File: src/rtl/keys_pkg.sv
// keys_pkg: shared key-count default, id width helper, id type and output slot states
package keys_pkg;
  localparam int KEY_N = 4;
  function automatic int clog2(input int v);
    int r;
    r = 0;
    while ((1 << r) < v) r++;
    return r;
  endfunction
  localparam int KEY_IDW = clog2(KEY_N);
  typedef logic [KEY_IDW-1:0] key_id_t;
  typedef enum logic {SLOT_EMPTY, SLOT_FULL} slot_state_e;
endpackage

File: src/rtl/rr_arbiter.sv
// rr_arbiter: combinational round-robin pick of the first request at or after ptr
module rr_arbiter #(
  parameter int N   = 4,
  parameter int IDW = 2
) (
  input  logic [N-1:0]   req,
  input  logic [IDW-1:0] ptr,
  output logic [N-1:0]   gnt_onehot,
  output logic [IDW-1:0] gnt_idx,
  output logic           gnt_any
);
  logic [IDW-1:0] j;
  // Walk offsets from farthest to nearest so the nearest set request at/after ptr wins
  always_comb begin
    gnt_idx = '0;
    j = '0;
    for (int k = N - 1; k >= 0; k--) begin
      j = IDW'((int'(ptr) + k) % N);
      if (req[j]) gnt_idx = j;
    end
  end
  assign gnt_any = |req;
  assign gnt_onehot = gnt_any ? N'(1) << gnt_idx : '0;
endmodule

File: src/rtl/key_event_arbiter.sv
// key_event_arbiter: queues one pending event per key and serialises them round-robin onto a valid/ready port
module key_event_arbiter
  import keys_pkg::*;
#(
  parameter int N     = KEY_N,
  parameter int IDW   = KEY_IDW,
  parameter int CNT_W = 8
) (
  input  logic             clk,
  input  logic             rst,
  input  logic [N-1:0]     key_pulse,
  output logic             evt_valid,
  input  logic             evt_ready,
  output logic [IDW-1:0]   evt_id,
  input  logic             clr_drop,
  output logic [CNT_W-1:0] drop_cnt
);
  localparam int CNT_MAX = (1 << CNT_W) - 1;
  slot_state_e      state_q, state_d;
  logic [N-1:0]     pending_q, pending_d, gnt_onehot, grant, drop;
  logic [IDW-1:0]   id_q, id_d, ptr_q, ptr_d, gnt_idx;
  logic [CNT_W-1:0] drop_q, drop_d;
  logic             gnt_any, load;
  int               drop_sum;
  rr_arbiter #(.N(N), .IDW(IDW)) u_arb (
    .req        (pending_q),
    .ptr        (ptr_q),
    .gnt_onehot (gnt_onehot),
    .gnt_idx    (gnt_idx),
    .gnt_any    (gnt_any)
  );
  // Next state: a granted key clears its pending bit unless re-pulsed; a pulse on a still-pending key is a drop
  always_comb begin
    load = gnt_any && (state_q == SLOT_EMPTY || evt_ready);
    grant = load ? gnt_onehot : '0;
    drop = key_pulse & pending_q & ~grant;
    pending_d = (pending_q & ~grant) | key_pulse;
    state_d = load ? SLOT_FULL : evt_ready ? SLOT_EMPTY : state_q;
    id_d = load ? gnt_idx : id_q;
    ptr_d = !load ? ptr_q : gnt_idx == IDW'(N - 1) ? '0 : gnt_idx + IDW'(1);
    drop_sum = (clr_drop ? 0 : int'(drop_q)) + $countones(drop);
    drop_d = drop_sum > CNT_MAX ? CNT_W'(CNT_MAX) : CNT_W'(drop_sum);
  end
  // State registers; reset discards all pending events and the slot contents
  always_ff @(posedge clk or posedge rst) begin
    if (rst) begin
      state_q <= SLOT_EMPTY;
      pending_q <= '0;
      id_q <= '0;
      ptr_q <= '0;
      drop_q <= '0;
    end else begin
      state_q <= state_d;
      pending_q <= pending_d;
      id_q <= id_d;
      ptr_q <= ptr_d;
      drop_q <= drop_d;
    end
  end
  assign evt_valid = state_q == SLOT_FULL;
  assign evt_id = id_q;
  assign drop_cnt = drop_q;
endmodule
File: config.mk
export PLATFORM = sky130hd
export DESIGN_NAME = key_event_arbiter
export DESIGN_NICKNAME = d
export VERILOG_FILES = /design/src/rtl/keys_pkg.sv /design/src/rtl/rr_arbiter.sv /design/src/rtl/key_event_arbiter.sv
export SDC_FILE = /design/constraint.sdc
export NUM_CORES = 1
export LEC_CHECK = 0
export BUFFER_PORTS_ARGS = -buffer_cell sky130_fd_sc_hd__buf_2
export CORE_MARGIN = 4
export CORE_UTILIZATION = 54
export DETAILED_ROUTE_END_ITERATION = 7
export PLACE_DENSITY = 0.77
export SLEW_MARGIN = 10
export SYNTH_ARGS = -nofsm -noshare
export SYNTH_HDL_FRONTEND = slang
export SYNTH_HIERARCHICAL = 1
export SYNTH_SLANG_ARGS = --single-unit
File: constraint.sdc
create_clock -name clk -period 3.5 [get_ports clk]
set_input_delay 0.175 -clock clk [delete_from_list [all_inputs] [get_ports clk]]
set_output_delay 0.175 -clock clk [all_outputs]
set_load 0.01 [all_outputs]
* Word-level counts from Yosys, hierarchy flattened *
Cells that the tools add are included.

word-level totals
  output and inout port bits = 11
  logic and storage cells = 49
  register bits = 17

cells by class
  $add $sub $neg = 8
  equal/unequal tests = 1
  bitwise logic cells = 6
  shift-type cells = 1
  muxes and demuxes = 19
  $lt $le $gt $ge = 5
  reductions and logical operators = 4

operator list
  kind                 count
  $mux 8               2
  $and 4x4->4          3
  $lt 2x3->1 const B   4
  $mux 2               5
  $add 8x3->9          1
  $gt 9x8->1 const B   1
  $bmux 1 s2           4
  $mux 4               2
  $mux 1               6
  $add 1x1->2          2
  $add 2x1->2 const B  2
  $add 2x2->2 const B  2
  $not 4->4            1
  $or 4x4->4           1
  $reduce_or 4->1      1
  $shl 1x2->4 const A  1
  $add 2x2->3          1
  $eq 2x2->1 const B   1
  $reduce_bool 2->1    1
  $logic_and 1x1->1    1
  $logic_or 1x1->1     1
  $not 1->1            1

* Longest topological paths before layout *
  depth after elaboration = 17
  depth in mapped cells = 16

* By module *
Netlist, hierarchy kept.

by module, submodules not included
  module             area an instance (um^2)  instances  cells an instance  seq. area each (um^2)
  key_event_arbiter  865.8                    1          82                 425.4
  rr_arbiter         211.5                    1          33                 0.0

* Least setup slack after synthesis *
OpenSTA, ideal clock, no wires.

  path type = register -> register
  start point = register pending_q[2]
  end point = register drop_q[3], in the netlist drop_cnt[3]
  cell stages (with the launch flop) = 15
  arrival time = 2.841 ns
  path buffers = 1
  data required time = 3.423 ns
  path slack = 0.582 ns
  cells stage by stage = dfrtp_1 buf_6 o2bb2ai_1 a22o_1 and2_1 a21boi_0 and2_1 fa_1 inv_1 fa_1 inv_1 fa_1 and4_1 nand4_2 a21oi_1

between the ends
  word-level cells in the longest chain between the ends = 16
  elaborated cells between the ends (all ways) = 26
  classes of those cells = add/sub: 4; order compare: 1; shift: 1; mux: 15; bitwise: 3; reduce/logical: 2

RTL lines
  element                              line                     source
  start, declared                      key_event_arbiter.sv:20  logic [N-1:0] pending_q, pending_d, gnt_onehot, grant, drop;
  start signal, assigned               key_event_arbiter.sv:54  pending_q <= pending_d;
  $bmux 1 s2                           rr_arbiter.sv:19         if (req[j]) gnt_idx = j;
  $mux 1 (not written as such)         rr_arbiter.sv:19
  $mux 2 (4 in a row)                  rr_arbiter.sv:19
  $shl 1x2->4                          rr_arbiter.sv:23         assign gnt_onehot = gnt_any ? N'(1) << gnt_idx : '0;
  $mux 4 *                             rr_arbiter.sv:23
  via gnt_onehot[0]                    key_event_arbiter.sv:20
  $mux 4 *                             key_event_arbiter.sv:35  grant = load ? gnt_onehot : '0;
  $not 4->4 *                          key_event_arbiter.sv:36  drop = key_pulse & pending_q & ~grant;
  $and 4x4->4 *                        key_event_arbiter.sv:36
  $add 1x1->2 (not written as such) *  key_event_arbiter.sv:41  drop_sum = (clr_drop ? 0 : int'(drop_q)) + $countones(drop);
  $add 2x2->3 (not written as such) *  key_event_arbiter.sv:41
  $add 8x3->9 *                        key_event_arbiter.sv:41
  $gt 9x8->1                           key_event_arbiter.sv:42  drop_d = drop_sum > CNT_MAX ? CNT_W'(CNT_MAX) : CNT_W'(drop_sum);
  $mux 8 *                             key_event_arbiter.sv:42
  via drop_d[3]                        key_event_arbiter.sv:22  logic [CNT_W-1:0] drop_q, drop_d;
  end signal, assigned                 key_event_arbiter.sv:57  drop_q <= drop_d;
  end, declared                        key_event_arbiter.sv:22

The timed path passes the listed nets; every way through them passes the cells marked *. The select of a mux whose other input is x is not followed.
A chain may end at the register's enable or synchronous reset.

* Worst setup path after layout *
  start point = register ptr_q[1]
  end point = register drop_q[3], in the netlist drop_cnt[3]

between the ends
  word-level cells in the longest chain between the ends = 17
  elaborated cells between the ends (all ways) = 26
  classes of those cells = add/sub: 7; order compare: 1; shift: 1; mux: 15; bitwise: 2

RTL lines
  element                              line                     source
  start, declared                      key_event_arbiter.sv:21  logic [IDW-1:0] id_q, id_d, ptr_q, ptr_d, gnt_idx;
  start signal, assigned               key_event_arbiter.sv:56  ptr_q <= ptr_d;
  $add 2x2->2                          rr_arbiter.sv:18         j = IDW'((int'(ptr) + k) % N);
  $bmux 1 s2                           rr_arbiter.sv:19
  $mux 1 (not written as such)         rr_arbiter.sv:19
  $mux 2 (3 in a row)                  rr_arbiter.sv:19
  $mux 2 *                             rr_arbiter.sv:19
  $shl 1x2->4 *                        rr_arbiter.sv:23
  $mux 4 *                             rr_arbiter.sv:23
  via gnt_onehot[0]                    key_event_arbiter.sv:20
  $mux 4 *                             key_event_arbiter.sv:35
  $not 4->4 *                          key_event_arbiter.sv:36
  $and 4x4->4 *                        key_event_arbiter.sv:36
  $add 1x1->2 (not written as such) *  key_event_arbiter.sv:41
  $add 2x2->3 (not written as such) *  key_event_arbiter.sv:41
  $add 8x3->9 *                        key_event_arbiter.sv:41
  $gt 9x8->1                           key_event_arbiter.sv:42
  $mux 8 *                             key_event_arbiter.sv:42
  via drop_d[3]                        key_event_arbiter.sv:22

Marked as above.

==> results by group <==
Synthesis
  • Avg Synthesized Cell Area: 9.37 um^2
  • Ys flop type: dfrtp_1
  • Yosys reg bits: 17
  • Cells after Synth: 115
  • Sequential-to-total area share from yosys stat: 39.5%
  • Post-synth cell types: 36
  • Async set-reset flop share out of synthesis: 100%
  • Number of synthesized flops with an enable pin: 0
  • Syn_nets: 128
  • Yosys Warn Count: 6
  • Synthesized area: 1080 um^2

Global route
  • Pin count of the biggest net entering global routing: 18
  • Vias in the first global route: 884
  • First-pass GRT wire length: 3810 um
  • Initial antenna violation count: 0
  • Overall Global Routing Usage: 19.0%
  • Grt total ovfl: 0

Worst setup path
  • CP startpoint kind: register
  • Reg2reg setup slack: 280 ps
  • Setup CP Type: register to register
  • Worst Setup End Kind: register
  • CP max FO: 12
  • Worst R2R Path Depth: 13
  • Worst R2R Start: ptr_q[1]
  • CP arrival: 3430 ps
  • Worst R2R End: drop_cnt[3]
  • Worst path required time: 3710 ps

Timing
  • Setup Viol. Count Final: 0
  • Slew @ Worst Pin: 637 ps
  • Relative slew slack: 57.5%
  • Final TNS setup: 0 ps
  • Minimum clock period: 3220 ps
  • Slew Viols, Final: 0
  • Post-Route Skew: 7.06 ps
  • Final hold vios: 0
  • Final Cycle Share: 92.0%
  • Fmax: 311 MHz
  • RSZ-0062 raised after global routing: false
  • Final worst slack: 280 ps

Pwr
  • Power Density: 670 nW/um^2
  • Flop pwr share: 41.1%
  • Net Sw Power: 322 uW
  • Leak: 0.612 nW
  • Pint: 478 uW
  • Peak supply drop: 0.362 mV
  • Logic pwr share: 46.1%
  • Switch share: 40.3%
  • Clk pwr share: 12.8%
  • Power, Total: 801 uW

Run
  • MaxCap Viol Count: 0

Place
  • PortBufs: 18
  • DP HPWL: 1640 um
  • Cell Area, Placed: 1160 um^2
  • Final RePlAce weighted congestion: 0.788
  • Post-Place Worst Slack: 274 ps

Routing
  • Starting DRT DRC Count: 5
  • Vias: 851
  • Post-DR vias/cell: 5.39
  • Initial DRT Pass Iterations: 4
  • # DRC: 0
  • WL/cell: 13.3 um
  • Final wirelength: 2100 um
  • Routed Antenna Nets: 0

Final layout
  • Util after Layout: 66.3%
  • Nets: 147
  • Synthesis-to-finish area growth: 10.9%
  • Most frequent cells in the layout: 18 x nand2_1, 18 x buf_2, 16 x dfrtp_1, 7 x inv_1, 7 x nor2_1
  • Ratio of cells with drive above 1 in the final layout: 24.1%
  • Diodes inserted: 0
  • Final Cell Area: 1190 um^2

Clock network
  • # H-tree levels: 1
  • Root Driver: clkbuf_4
  • CTS sink count: 17
  • Clk buf depth: 2
  • Reg clk slew, reported paths: 100 ps
  • TritonCTS Buffers: 3
  • CTS tree: built
  • Worst-Skew Late Latency: 290 ps
  • Setup bufs post-CTS: 0

Hold path
  • Hold Crit Class: primary input to register
  • Hold path start: key_pulse[0]
  • Hold path depth: 2
  • Hold EP: pending_q[0]

Floorplan
  • Die Height: 52.7 um
  • Total core area: 1800 um^2
  • Starting Density: 59.8%
  • Ports: 19
  • Die area: 2770 um^2
  • FP Rows: 15
  • Width of the die: 52.7 um

Run status
  • Status: finished clean
==> area by class of cell <==
| cell class | count | area (um^2) |
|---|---|---|
| Clock buffer | 3 | 22.5 |
| Sequential cell | 17 | 427 |
| Timing Repair Buffer | 19 | 100 |
| Clock inverter | 1 | 5.00 |
| Fill cell | 160 | 607 |
| Multi-Input combinational cell | 86 | 583 |
| Inverter | 7 | 26.3 |
| Tap cell | 25 | 31.3 |
==> critical path: stages, from the launching register on <==
cell and delay, ps:
dfrtp_1 580, o2bb2ai_1 160, a22o_1 140, and2_1 120, a21boi_0 90, and2_1 190, fa_1 500, inv_1 50
fa_1 430, inv_1 80, fa_1 240, and4_1 240, nand4_2 170, a21oi_1 160
==> flip-flops by register name (all words and copies together) (netlist names) <==
register and count:
drop_cnt 8, pending_q 4, evt_id 2, ptr_q 2, evt_valid 1
==> layer usage <==
metal / up-vias / GRT usage [%] / share of wire (%)
met1: 400 / 23.4 / 42
li1: 429 / - / -
met5: - / 0 / 0
met3: 4 / 3.70 / 3.8
met2: 18 / 30.4 / 52
met4: 0 / 11.5 / 1.9
==> power groups by stage <==
stage          logic [mW]  registers (mW)  clock network [mW]
2_1_floorplan       0.312           0.309                   0
3_3_place_gp        0.364           0.328                   0
3_5_place_dp        0.370           0.334                   0
4_1_cts             0.374           0.330               0.109
5_1_grt             0.425           0.346               0.118
6_report            0.369           0.329               0.103
==> cell usage after synthesis, drive strengths merged, types with 2 or more instances <==
cell / number / area share (%)
nor2: 7 / 2.4
nor2b: 3 / 2.4
mux2i: 2 / 1.9
inv: 7 / 2.4
a21oi: 5 / 2.3
dfrtp: 17 / 39
xnor2: 2 / 1.6
nand2: 18 / 6.3
and2: 4 / 2.3
a21boi: 6 / 4.2
and2b: 3 / 2.1
o221a: 2 / 2.1
or2: 4 / 2.3
nand3: 2 / 0.93
nand2b: 4 / 2.3
buf: 5 / 3.9
o21ai: 6 / 2.8
ha: 2 / 2.3
fa: 3 / 5.6
a31oi: 2 / 1.2
==> kinds of logic (layout without fill, tap and decap cells) <==
family                   count (synthesis)  count (layout)  share of synthesized area, %
adder cells (fa/ha/maj)                  5               5                          7.90
buffers and inverters                   12              30                          6.39
XOR/XNOR                                 3               3                          2.44
flip-flops                              17              17                          39.5
AND/OR/NAND/NOR                         48              48                          23.7
multiplexers                             2               2                          1.86
AO/OA/AOI/OAI                           28              28                          18.2
==> worst max-delay path by stage <==
stage	startpoint	to	depth (start not counted)
final	ptr_q[1]	drop_cnt[3]	13
after global routing	ptr_q[1]	drop_cnt[3]	13
after CTS	ptr_q[1]	drop_cnt[3]	13
after detailed placement	ptr_q[1]	drop_cnt[3]	13
after global placement	pending_q[0]	drop_cnt[3]	13
after floorplan	pending_q[2]	drop_cnt[3]	14
==> timing repair <==
| item | CTS | global route |
|---|---|---|
| setup endpoints to repair | 0 | 1 |
| resized for setup | 0 | 1 |
| endpoints found under the hold margin | 17 | 0 |
| hold buffers | 1 | 0 |
==> per-stage QoR <==
step	hold slack (ps)	std cells
after floorplan	101	115
after global placement	281	153
after detailed placement	296	153
after CTS	76.1	158
after global routing	80.1	158
final	91.0	158
Note: power is estimated with default switching activity, not from simulation.
